===== src/rtl/reaction_timer_ctrl_if.sv =====
// Signal bundle between the reaction-timer sequencer and its surroundings.
// Latency: none, wires only.
// Backpressure: none. Pulses are single-cycle and levels are held by the sequencer.
// Ports (slave = controller view):
//   in : start, stop (debounced one-cycle pulses), time_in[15:0] (timer count, 10 ms units)
//   out: timer_run, timer_clr, led, result[15:0], result_valid, best[15:0], cheat, timeout
interface reaction_timer_ctrl_if;
    logic        start;
    logic        stop;
    logic [15:0] time_in;
    logic        timer_run;
    logic        timer_clr;
    logic        led;
    logic [15:0] result;
    logic        result_valid;
    logic [15:0] best;
    logic        cheat;
    logic        timeout;

    // Button/timer side: drives the pulses and the count, observes the game outputs.
    modport master (
        output start, stop, time_in,
        input  timer_run, timer_clr, led, result, result_valid, best, cheat, timeout
    );

    // Controller side.
    modport slave (
        input  start, stop, time_in,
        output timer_run, timer_clr, led, result, result_valid, best, cheat, timeout
    );
endinterface


===== src/rtl/reaction_timer_ctrl.sv =====
// Reaction-time game sequencer: random pre-stimulus delay, stimulus LED, result/best capture, cheat and timeout detection.
// Latency: every output is registered, so a start/stop pulse shows on the outputs one clock after the edge that samples it.
// Backpressure: none. start is ignored mid-round, and stop is ignored outside DELAY/ARMED.
// Ports: clock, rst (sync, active-high); bus (reaction_timer_ctrl_if.slave) carries start/stop/time_in
//        in and timer_run/timer_clr/led/result/result_valid/best/cheat/timeout out.
module reaction_timer_ctrl #(
    parameter int TICK_DIV  = 312500,
    parameter int DELAY_MIN = 100,
    parameter int TIMEOUT   = 999
) (
    input  logic                 clock,
    input  logic                 rst,
    reaction_timer_ctrl_if.slave bus
);

    localparam logic [2:0] IDLE  = 3'd0;
    localparam logic [2:0] DELAY = 3'd1;
    localparam logic [2:0] ARMED = 3'd2;
    localparam logic [2:0] DONE  = 3'd3;
    localparam logic [2:0] CHEAT = 3'd4;
    localparam logic [2:0] TMO   = 3'd5;

    localparam int              PW         = (TICK_DIV > 1) ? $clog2(TICK_DIV) : 1;
    localparam logic [PW-1:0]   PRESC_LAST = PW'(TICK_DIV - 1);
    localparam logic [15:0]     DMIN       = 16'(DELAY_MIN);
    localparam logic [15:0]     TMO_VAL    = 16'(TIMEOUT);

    logic [2:0]    state;
    logic [7:0]    lfsr;
    logic [PW-1:0] presc;
    logic [15:0]   delay_cnt;
    logic          tick;
    logic          lfsr_fb;

    logic          run_q;
    logic          clr_q;
    logic          led_q;
    logic [15:0]   result_q;
    logic          valid_q;
    logic [15:0]   best_q;
    logic          cheat_q;
    logic          tmo_q;

    // Taps for x^8+x^6+x^5+x^4+1. Seeded non-zero, and a maximal-length
    // sequence never enters the all-zero lock-up state.
    assign lfsr_fb = lfsr[7] ^ lfsr[5] ^ lfsr[4] ^ lfsr[3];
    assign tick    = (presc == PRESC_LAST);

    always_ff @(posedge clock) begin
        if (rst) begin
            state     <= IDLE;
            lfsr      <= 8'h01;
            presc     <= '0;
            delay_cnt <= 16'd0;
            run_q     <= 1'b0;
            clr_q     <= 1'b0;
            led_q     <= 1'b0;
            result_q  <= 16'd0;
            valid_q   <= 1'b0;
            best_q    <= 16'hFFFF;
            cheat_q   <= 1'b0;
            tmo_q     <= 1'b0;
        end else begin
            // The random source runs in every state, so the delay depends
            // on how long the player idles between rounds.
            lfsr  <= {lfsr[6:0], lfsr_fb};
            presc <= tick ? '0 : presc + 1'b1;
            clr_q <= 1'b0;

            case (state)
                IDLE, DONE, CHEAT, TMO: begin
                    // start wins over a coincident stop here.
                    if (bus.start) begin
                        state     <= DELAY;
                        delay_cnt <= DMIN + {8'h00, lfsr};
                        // Restarting the prescaler makes the first tick land
                        // exactly TICK_DIV cycles after entry.
                        presc     <= '0;
                        clr_q     <= 1'b1;
                        valid_q   <= 1'b0;
                        cheat_q   <= 1'b0;
                        tmo_q     <= 1'b0;
                    end
                end

                DELAY: begin
                    // stop beats the final tick: pressing before the LED is a cheat.
                    if (bus.stop) begin
                        state   <= CHEAT;
                        cheat_q <= 1'b1;
                    end else if (tick) begin
                        delay_cnt <= delay_cnt - 16'd1;
                        if (delay_cnt == 16'd1) begin
                            state <= ARMED;
                            led_q <= 1'b1;
                            run_q <= 1'b1;
                            // Discard anything the timer counted during the delay.
                            clr_q <= 1'b1;
                        end
                    end
                end

                ARMED: begin
                    if (bus.stop) begin
                        state    <= DONE;
                        result_q <= bus.time_in;
                        valid_q  <= 1'b1;
                        led_q    <= 1'b0;
                        run_q    <= 1'b0;
                        // Strictly lower only; a tie keeps the existing best.
                        if (bus.time_in < best_q)
                            best_q <= bus.time_in;
                    end else if (bus.time_in >= TMO_VAL) begin
                        state    <= TMO;
                        result_q <= TMO_VAL;
                        tmo_q    <= 1'b1;
                        led_q    <= 1'b0;
                        run_q    <= 1'b0;
                    end
                end

                default: begin
                    state <= IDLE;
                    led_q <= 1'b0;
                    run_q <= 1'b0;
                end
            endcase
        end
    end

    assign bus.timer_run    = run_q;
    assign bus.timer_clr    = clr_q;
    assign bus.led          = led_q;
    assign bus.result       = result_q;
    assign bus.result_valid = valid_q;
    assign bus.best         = best_q;
    assign bus.cheat        = cheat_q;
    assign bus.timeout      = tmo_q;

endmodule


===== src/flat_wrapper.sv =====
// flat-port wrapper written by rule: the top's interface ports become plain ports
module reaction_timer_ctrl_flat 
#(
    parameter int TICK_DIV  = 312500,
    parameter int DELAY_MIN = 100,
    parameter int TIMEOUT   = 999
)
  (clock, rst, bus_start, bus_stop, bus_time_in, bus_timer_run, bus_timer_clr, bus_led, bus_result, bus_result_valid, bus_best, bus_cheat, bus_timeout);
  reaction_timer_ctrl_if bus_i ();
  input  logic clock;
  input  logic rst;
  input wire logic [$bits(bus_i.start)-1:0] bus_start;
  input wire logic [$bits(bus_i.stop)-1:0] bus_stop;
  input wire logic [$bits(bus_i.time_in)-1:0] bus_time_in;
  output wire logic [$bits(bus_i.timer_run)-1:0] bus_timer_run;
  output wire logic [$bits(bus_i.timer_clr)-1:0] bus_timer_clr;
  output wire logic [$bits(bus_i.led)-1:0] bus_led;
  output wire logic [$bits(bus_i.result)-1:0] bus_result;
  output wire logic [$bits(bus_i.result_valid)-1:0] bus_result_valid;
  output wire logic [$bits(bus_i.best)-1:0] bus_best;
  output wire logic [$bits(bus_i.cheat)-1:0] bus_cheat;
  output wire logic [$bits(bus_i.timeout)-1:0] bus_timeout;
  assign bus_i.start = bus_start;
  assign bus_i.stop = bus_stop;
  assign bus_i.time_in = bus_time_in;
  assign bus_timer_run = bus_i.timer_run;
  assign bus_timer_clr = bus_i.timer_clr;
  assign bus_led = bus_i.led;
  assign bus_result = bus_i.result;
  assign bus_result_valid = bus_i.result_valid;
  assign bus_best = bus_i.best;
  assign bus_cheat = bus_i.cheat;
  assign bus_timeout = bus_i.timeout;
  reaction_timer_ctrl #(.TICK_DIV(TICK_DIV), .DELAY_MIN(DELAY_MIN), .TIMEOUT(TIMEOUT)) u_core (.clock(clock), .rst(rst), .bus(bus_i));
endmodule

===== config.mk =====
export PLATFORM = sky130hd
export DESIGN_NAME = reaction_timer_ctrl_flat
export DESIGN_NICKNAME = d
export VERILOG_FILES = /design/src/rtl/reaction_timer_ctrl_if.sv /design/src/rtl/reaction_timer_ctrl.sv /design/src/flat_wrapper.sv
export SDC_FILE = /design/constraint.sdc
export NUM_CORES = 1
export LEC_CHECK = 0
export CAP_MARGIN = 30
export CORE_ASPECT_RATIO = 1.5
export CORE_MARGIN = 5
export CORE_UTILIZATION = 25
export DETAILED_ROUTE_END_ITERATION = 7
export DONT_BUFFER_PORTS = 1
export PLACE_DENSITY = 0.49
export SYNTH_ARGS = -nofsm -noshare
export SYNTH_HDL_FRONTEND = slang
export SYNTH_SLANG_ARGS = --single-unit

===== constraint.sdc =====
create_clock -name clock -period 2.7 [get_ports clock]
set_input_delay 0.54 -clock clock [delete_from_list [all_inputs] [get_ports clock]]
set_output_delay 0.54 -clock clock [all_outputs]
set_load 0.01 [all_outputs]

==> impl_metrics.tcl <==
set metrics [dict create \
    cp-end-kind "flip-flop" \
    area_growth_pct 13.2 \
    antenna_left 0 \
    maxSlewViolCount 0 \
    synth_cell_type_count 62 \
    grt_max_degree 65 \
    cts_tree "yes" \
    tightest_slew_ns 0.731 \
    synth_top_area_share_pct 38.7 \
    synthCells 491 \
    setup_ws_ns 0.315 \
    synth_common_cells "88 x nor2_1, 83 x dfxtp_1, 30 x inv_1, 30 x nand2_1" \
    post-route-util_pct 28.8 \
    cts_resized 0 \
    max_freq_ghz 0.419 \
    hold_class "input pin to flip-flop" \
    finalSetupViolCount 0 \
    yosysWarnings 0 \
    cts_sinks 83 \
    postSynth.asyncResetShare_pct 0 \
    ys_seq_area_share_pct 38.7 \
    r2r_slack_ns 0.32 \
    gp_congestion 0.796 \
    p_per_area_nw_per_um2 910 \
    synth.area.top_cells "dfxtp_1 39%, nor2_1 7.7%, ha_1 5.5%" \
    fp.dieW_um 117 \
    drt_pass1_iterations 4 \
    fin_crit_sh_pct 88.3 \
    coreArea_um2 16800 \
    synth.most_common_cell "nor2_1" \
    critPathMaxFanout 13 \
    place_area_um2 4540 \
    dp_cells 689 \
    rows 58 \
    reg2regPathDepth 8 \
    dr.first_iter.drc_count 134 \
    grt_pass1_vias 3538 \
    pre_cts_ws_ns 0.206 \
    startpoint_type "flip-flop" \
    arrival_ns 2.64 \
    die_area_um2 19900 \
    htreeDepth 3 \
    synth_edf_count 0 \
    place_hpwl_um 8540 \
    ir_drop_mv 0.460 \
    top_level_ports 58 \
    cts_root_buf "clkbuf_16" \
    worstHoldPathCells 1 \
    worstSetupPathType "flip-flop to flip-flop" \
    ys_ff_latch 83 \
    vias 3503 \
    synth.avg_cell_area_um2 8.74 \
    synth_area_um2 4290 \
    status "finished clean" \
    finalInstanceArea_um2 4860 \
    wl_um 11300 \
    antenna_found_initial 0 \
    nNetsFinal 529 \
    leakagePower_nw 1.91 \
    clock_skew_ns 0.0141 \
    required_ns 2.96 \
    hold_end "u_core.state[1]$_SDFFE_PP0P_" \
    clkTransAtPathRegs_ns 0.07 \
    antenna_cells 0 \
    yosys_most_used_dff "dfxtp_1" \
    drive_above_1_share_pct 9.72 \
    fin_cells 704 \
    gr-total-overflow 0 \
    grt_use_total_pct 11.3 \
    clk-insertion-delay-late_ns 0.34 \
    viasPerCell 4.98 \
    fin_crit_ns 2.38 \
    fp.dieH_um 170 \
    io_buffers 0 \
    cts-root-to-sink-buffers 2 \
    drv_cap 0 \
    drc 0 \
    floorplan.initialDensity_pct 25.5 \
    critPathLaunch "u_core.bus.best[1]$_SDFFE_PP1P_" \
    timing.rr.end "u_core.bus.best[0]$_SDFFE_PP1P_" \
    rsz0062_at_grt "false" \
    post_drt_wl_per_cell_um 16.0 \
    r2r-start "u_core.bus.best[1]$_SDFFE_PP1P_" \
    worst_slew_margin_rel_pct 51.2 \
    hold_viol_final 0 \
    holdCritStartpoint "rst" \
    grt_pass1_wl_um 18000 \
    cts_made_buffers 9 \
    syn_nets 530 \
    finalSetupTns_ns 0 \
    postCtsHoldBufs 0 \
    synth_area_leader_cell "dfxtp_1" \
    cts_setup_buffers 0 \
]
registers in the layout, summed over array words and instances (netlist names), 3 cells and up:
signal	cells
u_core.bus.best	16
u_core.lfsr	8
u_core.state	3
u_core.bus.result	16
u_core.presc	19
u_core.delay_cnt	16
worst max-delay path by stage:
stage,to,slack (ns)
detailed placement,u_core.bus.best[1]$_SDFFE_PP1P_,0.21
CTS,u_core.bus.best[1]$_SDFFE_PP1P_,0.22
global route,u_core.delay_cnt[1]$_SDFFE_PP0P_,0.14
global placement,u_core.bus.best[2]$_SDFFE_PP1P_,0.22
finish,u_core.bus.best[0]$_SDFFE_PP1P_,0.32
floorplan,u_core.bus.best[10]$_SDFFE_PP1P_,0.41
cell type report:
class                      instances  area, µm²
tap                              210        263
multi-input combinational        355       2410
fill                            1776      12000
timing repair buffer              11       95.1
inverter                          30        113
clock buffer                      10        239
sequential                        83       1660
clock inverter                     5       77.6
metal layers:
layer	part of all wire (%)	wire length, µm	global-route usage (%)	up-vias
met5	0	0	0	-
met4	1.1	123	2.94	0
met3	6.0	670	2.56	11
met2	56	6350	22.5	73
met1	37	4110	11.4	1663
li1	-	-	-	1756
report_power, final:
group / switching [mW] / total [mW] / internal, mW / leakage (nW)
Sequential: 0.251 / 1.67 / 1.42 / 0.675
Clock: 0.491 / 1.32 / 0.827 / 0.154
Combinational: 0.818 / 1.43 / 0.609 / 1.08
Total: 1.56 / 4.42 / 2.86 / 1.91
per-stage QoR:
| stage | power, mW | hold slack [ns] |
|---|---|---|
| after floorplan | 2.75 | 0.426 |
| after global placement | 3.11 | 0.439 |
| after detailed placement | 3.14 | 0.456 |
| after CTS | 4.47 | 0.266 |
| after global routing | 4.72 | 0.259 |
| final | 4.42 | 0.271 |
critical path: stages (launching register included):
cell and delay (ns):
dfxtp_1 0.43, inv_1 0.07, ha_1 0.29, a2111oi_0 0.56, buf_4 0.21, o41ai_1 0.08
a41oi_4 0.28, buf_12 0.19, mux2i_1 0.19
cell families after synthesis:
kind of cell,after synthesis,share of synthesized area (%)
AOI/OAI and AO/OA,95,18.4
xor gates and xnor gates,24,4.90
adders and majority gates,19,5.54
buffers and inverters,53,5.13
DFF,83,38.7
muxes,19,4.43
and+or+nand+nor,198,22.9
layout by cell type, fill, tap and decap left out, types with 2 or more instances in the layout:
cell	Yosys	routed
nand2b_1	4	4
o21ai_0	3	3
xor2_1	9	9
nor2_1	88	88
nor4b_1	2	2
a221oi_1	3	3
and3_1	7	7
ha_1	19	19
nand3_1	14	14
clkinv_2	0	2
inv_1	30	30
clkbuf_16	0	9
buf_4	3	10
o221a_2	8	8
a21oi_1	18	18
o211ai_1	3	3
nor3_1	10	10
a2111o_1	6	6
nand4_1	6	6
a211oi_1	3	3
mux2i_1	19	19
o2111ai_1	6	6
a22oi_1	13	13
o32ai_1	6	6
nor2b_1	7	7
or3_1	5	5
o21a_1	3	3
a31oi_1	5	5
nor4_1	5	5
a21o_1	5	5
xnor2_1	15	15
dfxtp_1	83	83
and2_1	3	3
bufinv_16	0	2
nor3b_1	4	4
nand2_1	30	30
No activity file was read; power rests on OpenSTA's default activity.
